**src/rtl/riscm_pkg.sv**
```systemverilog
// Shared definitions for the instruction fetch/issue sequencer.
// Contents:
//   state_t     - sequencer FSM states
//   OPC_HALT    - opcode value that stops the sequencer
//   INSTR_W     - instruction word width
//   OPC_*/OP_*  - bit positions of the opcode and op fields in an instruction
//   is_halt()   - true when an instruction word carries the HALT opcode
package riscm_pkg;

  typedef enum logic [2:0] {
    IDLE      = 3'd0,
    FETCH     = 3'd1,
    DECODE    = 3'd2,
    ISSUE     = 3'd3,
    WAIT_BUSY = 3'd4,
    WAIT_DONE = 3'd5,
    HALTED    = 3'd6
  } state_t;

  localparam int INSTR_W = 16;

  localparam logic [2:0] OPC_HALT = 3'b111;

  localparam int OPC_MSB = 15;
  localparam int OPC_LSB = 13;
  localparam int OP_MSB  = 12;
  localparam int OP_LSB  = 11;

  function automatic logic is_halt(input logic [INSTR_W-1:0] word);
    return word[OPC_MSB:OPC_LSB] == OPC_HALT;
  endfunction

endpackage

```
**src/rtl/pc_reg.sv**
```systemverilog
// Program counter register.
// Ports:
//   clk    - clock, rising edge
//   reset  - asynchronous active-low reset, loads RESET_PC
//   inc    - advance the PC by one on the next rising edge
//   pc     - current program counter; wraps to zero after all-ones
module pc_reg #(
  parameter int ADDR_W   = 8,
  parameter int RESET_PC = 0
) (
  input  logic              clk,
  input  logic              reset,
  input  logic              inc,
  output logic [ADDR_W-1:0] pc
);

  // Plain binary add: the carry out of the MSB is dropped, which gives the
  // modulo-2^ADDR_W wrap.
  always_ff @(posedge clk or negedge reset) begin
    if (!reset) begin
      pc <= ADDR_W'(RESET_PC);
    end else if (inc) begin
      pc <= pc + ADDR_W'(1);
    end
  end

endmodule

```
**src/rtl/fetch_sequencer.sv**
```systemverilog
// Instruction fetch/issue sequencer. Fetches one instruction word per step,
// hands it to a datapath FSM through an s/w handshake, and advances the PC
// when the datapath reports completion. A HALT opcode parks the sequencer
// until reset.
// Ports:
//   clk        - clock, rising edge
//   reset      - asynchronous active-low reset
//   run        - level enable for fetching new instructions
//   mem_req    - instruction memory read request (high only in FETCH)
//   mem_addr   - read address, always equal to pc
//   mem_ready  - read data valid; only looked at while fetching
//   mem_rdata  - instruction word from memory
//   w          - datapath idle/waiting flag
//   s          - one-cycle start pulse to the datapath
//   instr      - instruction register
//   opcode, op - decoded instruction fields
//   pc         - program counter
//   halted     - HALT has been executed
module fetch_sequencer #(
  parameter int ADDR_W   = 8,
  parameter int RESET_PC = 0
) (
  input  logic              clk,
  input  logic              reset,
  input  logic              run,
  output logic              mem_req,
  output logic [ADDR_W-1:0] mem_addr,
  input  logic              mem_ready,
  input  logic [15:0]       mem_rdata,
  input  logic              w,
  output logic              s,
  output logic [15:0]       instr,
  output logic [2:0]        opcode,
  output logic [1:0]        op,
  output logic [ADDR_W-1:0] pc,
  output logic              halted
);

  import riscm_pkg::*;

  state_t state;
  state_t state_next;
  logic   busy_seen;
  logic   pc_inc;

  pc_reg #(
    .ADDR_W   (ADDR_W),
    .RESET_PC (RESET_PC)
  ) u_pc (
    .clk   (clk),
    .reset (reset),
    .inc   (pc_inc),
    .pc    (pc)
  );

  // Next-state logic. run is only consulted in IDLE and when an instruction
  // retires, so dropping it mid-instruction never aborts the instruction.
  always_comb begin
    state_next = state;
    pc_inc     = 1'b0;
    case (state)
      IDLE: begin
        if (run) state_next = FETCH;
      end
      FETCH: begin
        if (mem_ready) state_next = DECODE;
      end
      DECODE: begin
        state_next = is_halt(instr) ? HALTED : ISSUE;
      end
      ISSUE: begin
        if (w) state_next = WAIT_BUSY;
      end
      WAIT_BUSY: begin
        // w dropping means a multi-cycle instruction is underway. If w is
        // still high on the second cycle the datapath finished in a single
        // cycle, so retire straight away.
        if (!w) begin
          state_next = WAIT_DONE;
        end else if (busy_seen) begin
          pc_inc     = 1'b1;
          state_next = run ? FETCH : IDLE;
        end
      end
      WAIT_DONE: begin
        if (w) begin
          pc_inc     = 1'b1;
          state_next = run ? FETCH : IDLE;
        end
      end
      HALTED: begin
        state_next = HALTED;
      end
      default: begin
        state_next = IDLE;
      end
    endcase
  end

  // busy_seen marks the second and later cycles of WAIT_BUSY; it is what
  // keeps s to a single cycle while staying a function of registered state.
  always_ff @(posedge clk or negedge reset) begin
    if (!reset) begin
      state     <= IDLE;
      busy_seen <= 1'b0;
    end else begin
      state     <= state_next;
      busy_seen <= (state == WAIT_BUSY) && (state_next == WAIT_BUSY);
    end
  end

  // Memory data is only trusted while a request is outstanding.
  always_ff @(posedge clk or negedge reset) begin
    if (!reset) begin
      instr <= 16'h0000;
    end else if ((state == FETCH) && mem_ready) begin
      instr <= mem_rdata;
    end
  end

  // Moore outputs: decoded from registered state only.
  assign mem_req  = (state == FETCH);
  assign s        = (state == WAIT_BUSY) && !busy_seen;
  assign halted   = (state == HALTED);
  assign mem_addr = pc;
  assign opcode   = instr[OPC_MSB:OPC_LSB];
  assign op       = instr[OP_MSB:OP_LSB];

endmodule
```
**config.mk**
```make
export PLATFORM = sky130hd
export DESIGN_NAME = fetch_sequencer
export DESIGN_NICKNAME = d
export VERILOG_FILES = /design/src/rtl/riscm_pkg.sv /design/src/rtl/pc_reg.sv /design/src/rtl/fetch_sequencer.sv
export SDC_FILE = /design/constraint.sdc
export NUM_CORES = 1
export LEC_CHECK = 0
export ABC_AREA = 1
export CORE_MARGIN = 10
export CORE_UTILIZATION = 47
export CTS_BUF_LIST = sky130_fd_sc_hd__clkbuf_4
export DETAILED_ROUTE_END_ITERATION = 7
export PLACE_DENSITY = 0.87
export SETUP_SLACK_MARGIN = 0.05
export SLEW_MARGIN = 10
export SYNTH_ARGS = -nofsm -noshare
export SYNTH_HDL_FRONTEND = slang
export SYNTH_SLANG_ARGS = --single-unit
```
**constraint.sdc**
```tcl
create_clock -name clk -period 4.18 [get_ports clk]
set_clock_uncertainty 0.2 [all_clocks]
set_input_delay 0.836 -clock clk [delete_from_list [all_inputs] [get_ports clk]]
set_output_delay 0.836 -clock clk [all_outputs]
set_load 0.01 [all_outputs]
```
Yosys cells after proc, flatten, opt, wreduce, memory -nomap -nowiden
Cells that the tools add are included.

operators by class
  add/subtract/negate cells = 1
  reductions and logical operators = 5
  multiplexer cells = 13
  equal/unequal tests = 8

operators with widths
  kind                 count
  $mux 3               7
  $pmux 3 s7           1
  $eq 3x3->1 const B   5
  $add 8x1->8 const B  1
  $eq 3x2->1 const B   2
  $mux 1               4
  $eq 3x1->1 const B   1
  $logic_and 1x1->1    3
  $logic_not 3->1      1
  $pmux 1 s2           1
  $logic_not 1->1      1

word-level totals
  input port bits = 21
  register bits after elaboration = 28
  word-level logic and storage cells = 31
  output and inout bits = 40

Longest topological paths before layout
Gate-level depths: netlist (run 1).

  depth in word-level cells = 6
  mapped depth = 7
  mapped depth without buffers = 7

By module
Synthesis (run 1) repeated with hierarchy kept, for this count alone.

unflattened totals
  cells, all modules = 174
  area total of the unflattened synthesis = 1,435.1 µm²

by module, submodules not included
  module           seq. area each (µm²)  area an instance (µm²)  instances  cells each
  fetch_sequencer  500.5                 1,059.8                 1          134
  pc_reg           200.2                 375.4                   1          40

Least setup slack after synthesis (run 1)
Ideal clock, no wire load.

  path type = flip-flop to output port
  from = reg state[1]
  to = out mem_req
  path slack = 2,141 ps
  stages on the path, launching flop included = 4
  buffers on the path = 2
  arrival = 1,003 ps
  data required time = 3,144 ps
  cells stage by stage = dfrtp_1 -> buf_2 -> nor3_4 -> buf_6

between the ends
  longest elaborated chain between the ends = 1

ends and longest elaborated chain
  element                 RTL line                source
  start, declared         fetch_sequencer.sv:41   state_t state;
  start signal, assigned  fetch_sequencer.sv:107  state <= state_next;
  $eq 3x1->1              fetch_sequencer.sv:122  assign mem_req = (state == FETCH);
  end, declared           fetch_sequencer.sv:26   output logic mem_req,

Every way passes these cells.

Worst setup path in the final report (run 1)
  from = reg state[0]
  to = out mem_req

Same word-level chain as after synthesis.

==> impl_metrics.env, run 1 <==
export IMPL_status="complete, no violations"
export IMPL_cpMaxStageDelayCell="clkdlybuf4s50_1"
export IMPL_timing_final_crit_share=0.693
export IMPL_cts_tree="done"
export IMPL_via_per_inst=4.63
export IMPL_hold_class="reg2reg"
export IMPL_dp_hpwl_um=2750
export IMPL_fin_nets=258
export IMPL_antenna_left=0
export IMPL_cp_max_fo=18
export IMPL_clkTransAtPathRegs_ps=150
export IMPL_initial_core_util=0.483
export IMPL_utilization=0.669
export IMPL_pin_count=61
export IMPL_worstPathRequired_ps=3140
export IMPL_power_density_mw_per_mm2=594
export IMPL_drt_iter0_drc=93
export IMPL_path_delay_family="buffers and inverters"
export IMPL_wire_per_inst_um=12.5
export IMPL_tns_ps=0
export IMPL_place_area_mm2=0.00200
export IMPL_overflow=0
export IMPL_vias=1292
export IMPL_gp_congestion=0.875
export IMPL_drtPass1Iterations=4
export IMPL_io_buffer_count=60
export IMPL_fin_crit_ps=2900
export IMPL_cp_start_kind="flip-flop"
export IMPL_holdBufCountCts=0
export IMPL_netlist_area_leader_share=0.479
export IMPL_wirelength_um=3500
export IMPL_worstSkewPairLatency_ps=330
export IMPL_cts_num_sinks=28
export IMPL_relSlewSlack=0.557
export IMPL_ys_seq_area_frac=0.479
export IMPL_cp_data_arrival_time_ps=1860
export IMPL_grt_pass1_wl_um=5820
export IMPL_fill_cells=245
export IMPL_fmax_mhz=345
export IMPL_die_h_um=75.8
export IMPL_root_buffer="clkbuf_4"
export IMPL_crit_chain="inv_2 > nor3_4 > buf_4 > clkdlybuf4s50_1"
export IMPL_tightest_slew_ps=662
export IMPL_slew_violations=0
export IMPL_end_kind="output port"
export IMPL_worst_path_stages=4
export IMPL_path_buf_inv=3
export IMPL_cts_setup_buffers=0
export IMPL_die_area_mm2=0.00575
export IMPL_synth_distinct_cells=20
export IMPL_finalHoldViolCount=0
export IMPL_drive_gt1_frac=0.0383
export IMPL_synth_cell_area_mm2=0.00146
export IMPL_largest_reg_flops=16
export IMPL_core_area_mm2=0.00303
export IMPL_whs_path_depth=2
export IMPL_htreeDepth=1
export IMPL_post_cts_resized=0
export IMPL_setup_worst_path_class="reg2out"
export IMPL_gr_usage_all_layers=0.130
export IMPL_leakagePower_nw=0.985
export IMPL_row_count=20
export IMPL_grt_max_degree=29
export IMPL_syn_area_per_cell_um2=7.83
export IMPL_yosys_top_cells_area="dfrtp_1 48%, nand2_1 17%, nand3_1 8.2%"
export IMPL_synth_warnings=0
export IMPL_peakVddDrop_uv=358
export IMPL_numCtsBuffers=3
export IMPL_syn2layout_area_growth_pct=38.5
export IMPL_die_x_um=75.8
export IMPL_design_area_mm2=0.00203
export IMPL_synth_area_leader_cell="dfrtp_1"
export IMPL_rsz0062_at_grt="no"
export IMPL_drc=0
export IMPL_syn_instance_count=187
export IMPL_max_stage_delay_ps=580
export IMPL_cap_violations=0
export IMPL_clock_path_buffers=2
export IMPL_setup_viol=0
export IMPL_synth_seq_cells=28
export IMPL_grt_pass1_vias=1288
export IMPL_num_antenna_cells=0
export IMPL_antenna_found_initial=0
export IMPL_synth_net_count=209
export IMPL_r2r_cells=6
[power breakdown]
part | internal [mW] | switching (mW)
logic | 0.327 | 0.297
registers | 0.372 | 0.0943
clock network | 0.0351 | 0.0791
total | 0.733 | 0.471
[per-stage QoR]
| step | hold WS, ps | power (mW) | setup WS (ps) | cells |
|---|---|---|---|---|
| after CTS | 292 | 1.22 | 1270 | 279 |
| after detailed placement | 258 | 1.11 | 1670 | 275 |
| after global routing | 310 | 1.30 | 1160 | 279 |
| final | 287 | 1.20 | 1280 | 279 |
| after floorplan | 306 | 0.810 | 2140 | 187 |
| after global placement | 252 | 1.09 | 1690 | 275 |
[cell usage in the layout (no fill, tap or decap), drive strengths merged]
| master | count |
|---|---|
| clkinv | 1 |
| nand3 | 24 |
| a21oi | 1 |
| clkbuf | 3 |
| inv | 15 |
| o21ai | 3 |
| nor3 | 2 |
| nand3b | 4 |
| nand2 | 69 |
| xor2 | 1 |
| clkdlybuf4s50 | 60 |
| dfrtp | 28 |
| buf | 2 |
| nand4 | 2 |
| ha | 1 |
| nor2 | 18 |
| xnor2 | 1 |
[layout make-up]
type                       instances  area [um2]  area share
clock buffer                       3        22.5      0.0111
timing repair buffer              62         616       0.304
multi-input combinational        126         573       0.283
inverter                          15        56.3      0.0278
clock inverter                     1        3.75     0.00185
sequential                        28         701       0.346
tap                               44        55.1      0.0272
[final timing paths]
| check | from | end | slack [ps] |
|---|---|---|---|
| setup / recovery | state[0] | mem_req | 1280 |
| hold / removal | instr[3] | instr[3] | 290 |
| setup reg to reg | state[1] | u_pc.pc[5] | 2550 |
| hold reg to reg | instr[3] | instr[3] | 290 |
| max in group asynchronous | reset | instr[4] | 2860 |
| min in group asynchronous | reset | u_pc.pc[6] | 650 |
[Yosys cell counts (all sizes together)]
| cell | number |
|---|---|
| nand2 | 69 |
| dfrtp | 28 |
| nand3 | 24 |
| nor2 | 18 |
| buf | 17 |
| inv | 15 |
| nand3b | 4 |
| o21ai | 3 |
| nand4 | 2 |
| nor3 | 2 |
| a21oi | 1 |
| clkbuf | 1 |
| ha | 1 |
| xnor2 | 1 |
| xor2 | 1 |
[metal layers]
metal  track usage  routed length (um)  up-vias
met2         0.218                1630       47
met3        0.0820                 466        2
met4        0.0227                   8        0
li1              -                   -      674
met1         0.136                1390      569
met5             0                   0        -
[worst reg2reg max path: cells and delay by family, from the launching register on]
| family | cells | cell delay (ps) |
|---|---|---|
| buffers and inverters | 2 | 190 |
| DFF | 1 | 500 |
| AOI/OAI and AO/OA | 1 | 230 |
| and+or+nand+nor | 3 | 410 |
[kinds of logic after synthesis]
logic type,Yosys count,synth area share
buffers and inverters,33,0.130
DFF,28,0.479
adders and majority gates,1,0.00855
AOI/OAI and AO/OA,4,0.0137
and+or+nand+nor,119,0.357
xor gates and xnor gates,2,0.0120
Note: power is estimated with default switching activity, not from simulation.
==> inputs of run 2 (changes only) <==
--- a/config.mk
+++ b/config.mk
@@ -7,10 +7,10 @@
 export LEC_CHECK = 0
 export ABC_AREA = 1
 export CORE_MARGIN = 10
-export CORE_UTILIZATION = 47
+export CORE_UTILIZATION = 44
 export CTS_BUF_LIST = sky130_fd_sc_hd__clkbuf_4
 export DETAILED_ROUTE_END_ITERATION = 7
-export PLACE_DENSITY = 0.87
+export PLACE_DENSITY = 0.82
 export SETUP_SLACK_MARGIN = 0.05
 export SLEW_MARGIN = 10
 export SYNTH_ARGS = -nofsm -noshare
==> constraint.sdc (replaced) <==
create_clock -name clk -period 3 [get_ports clk]
set_clock_uncertainty 0.2 [all_clocks]
set_input_delay 0.6 -clock clk [delete_from_list [all_inputs] [get_ports clk]]
set_output_delay 0.6 -clock clk [all_outputs]
set_load 0.01 [all_outputs]
==> run 2 against run 1 <==
Net effect: worst hold slack about the same; critical endpoint is now s; core utilization fell by 1.9 points; non-clock buffer count is 1 higher; first-iteration DRC count fell by 6.5%; final cell count is 0.36% higher; wire length rose by 7.3%; largest power group unchanged; highest routed layer unchanged; worst setup slack got worse by 890 ps; sequential power rose by 39%; cell area rose by 0.37%.
==> impl_metrics.env, run 2 (synthesized netlist as in run 1, its figures left out) <==
export IMPL_status="complete, no violations"
export IMPL_dp_slack_ps=765
export IMPL_pin_count=61
export IMPL_relSlewSlack=0.675
export IMPL_leakagePower_nw=0.990
export IMPL_end_kind="output port"
export IMPL_antenna_found_initial=0
export IMPL_io_buffer_count=60
export IMPL_hp_start="instr[8]"
export IMPL_power_mw=1.69
export IMPL_worstSkewPairLatency_ps=320
export IMPL_clock_power_share=0.093
export IMPL_setup_worst_path_class="reg2out"
export IMPL_reg2reg_from="state[0]"
export IMPL_power_density_mw_per_mm2=832
export IMPL_gp_congestion=0.821
export IMPL_power_share_switching=0.395
export IMPL_final_cell_mix="68 x nand2_1, 60 x clkdlybuf4s50_1, 28 x dfrtp_1"
export IMPL_vias=1324
export IMPL_clkTransAtPathRegs_ps=150
export IMPL_final_common_cell="nand2_1"
export IMPL_gr_usage_all_layers=0.126
export IMPL_grt_pass1_wl_um=6510
export IMPL_p_sw_uw=668
export IMPL_cpMaxStageDelayCell="clkdlybuf4s50_1"
export IMPL_worstPathRequired_ps=2200
export IMPL_cts_tree="done"
export IMPL_largest_reg_flops=16
export IMPL_row_count=20
export IMPL_slew_violations=0
export IMPL_post_cts_resized=0
export IMPL_drive_gt1_frac=0.0424
export IMPL_min_delay_worst_endpoint="instr[8]"
export IMPL_cts_num_sinks=28
export IMPL_clock_path_buffers=2
export IMPL_timing_rr_end="instr[5]"
export IMPL_num_antenna_cells=0
export IMPL_cp_data_arrival_time_ps=1810
export IMPL_register_area_um2=701
export IMPL_core_area_mm2=0.00313
export IMPL_drtPass1Iterations=4
export IMPL_finalHoldViolCount=0
export IMPL_seqPwrFrac=0.384
export IMPL_fill_cells=285
export IMPL_dp_hpwl_um=2920
export IMPL_cts_setup_buffers=0
export IMPL_rsz0062_at_grt="no"
export IMPL_layout_setup_ws_ps=388
export IMPL_cap_violations=0
export IMPL_multi_input_area_um2=573
export IMPL_htreeDepth=1
export IMPL_syn2layout_area_growth_pct=39.0
export IMPL_hold_class="reg2reg"
export IMPL_max_stage_delay_ps=530
export IMPL_drt_iter0_drc=87
export IMPL_r2r_slack_ps=1330
export IMPL_cp_max_fo=7
export IMPL_fin_crit_ps=2610
export IMPL_die_area_mm2=0.00603
export IMPL_fmax_mhz=383
export IMPL_setup_viol=0
export IMPL_antenna_left=0
export IMPL_p_int_mw=1.02
export IMPL_grt_max_degree=29
export IMPL_via_per_inst=4.73
export IMPL_p_comb_frac=0.523
export IMPL_overflow=0
export IMPL_whs_path_depth=2
export IMPL_holdBufCountCts=0
export IMPL_crit_chain="inv_1 > nand2_1 > nor2_1 > nand2_1 > inv_1 > clkdlybuf4s50_1"
export IMPL_grt_pass1_vias=1382
export IMPL_cp_start_kind="flip-flop"
export IMPL_peakVddDrop_uv=489
export IMPL_die_x_um=77.7
export IMPL_drc=0
export IMPL_initial_core_util=0.468
export IMPL_die_h_um=77.7
export IMPL_tightest_slew_ps=485
export IMPL_wirelength_um=3760
export IMPL_numCtsBuffers=3
export IMPL_tns_ps=0
export IMPL_r2r_cells=6
export IMPL_wire_per_inst_um=13.4
export IMPL_root_buffer="clkbuf_4"
export IMPL_timing_final_crit_share=0.871
export IMPL_fin_nets=259
==> run 2: worst max path at each step <==
stage	cells past startpoint	end	startpoint
after floorplan	3	mem_req	state[1]
after global placement	6	s	state[1]
after detailed placement	6	u_pc.pc[3]	w
after CTS	6	s	state[1]
after global routing	6	s	state[1]
final	6	s	state[1]
==> run 2: critical path, delay by kind of cell (launching register included) <==
family | cells | cell delay, ps
buf+inv | 3 | 670
simple gates | 3 | 330
flops | 1 | 500
==> run 2: metal layers <==
metal	GRT usage	up-vias	wire, um
met5	0	-	0
met4	0.0219	0	10
met3	0.0818	2	512
met2	0.192	48	1690
met1	0.147	606	1550
li1	-	668	-
==> run 2: cell type report <==
cell class | count | area share
clock inverters | 1 | 0.00185
multi-input cells | 126 | 0.282
well taps | 44 | 0.0271
repair buffers | 63 | 0.306
clock buffers | 3 | 0.0111
flip-flops and latches | 28 | 0.344
inverters | 15 | 0.0277
==> run 2: per-stage QoR <==
step           hold WS [ps]   util  cells  area [um2]
3_5_place_dp            258  0.642    276        2010
3_3_place_gp            254  0.642    276        2010
5_1_grt                 324  0.650    280        2030
2_1_floorplan           104      -    187        1460
4_1_cts                 291  0.650    280        2030
6_report                286  0.650    280        2030
==> run 2: power by group through the flow <==
stage / logic [mW] / clock network (mW) / registers [mW]
after floorplan: 0.442 / 0 / 0.686
after global placement: 0.878 / 0 / 0.650
after detailed placement: 0.898 / 0 / 0.656
after CTS: 0.902 / 0.162 / 0.649
after global routing: 0.982 / 0.180 / 0.675
final: 0.885 / 0.158 / 0.649
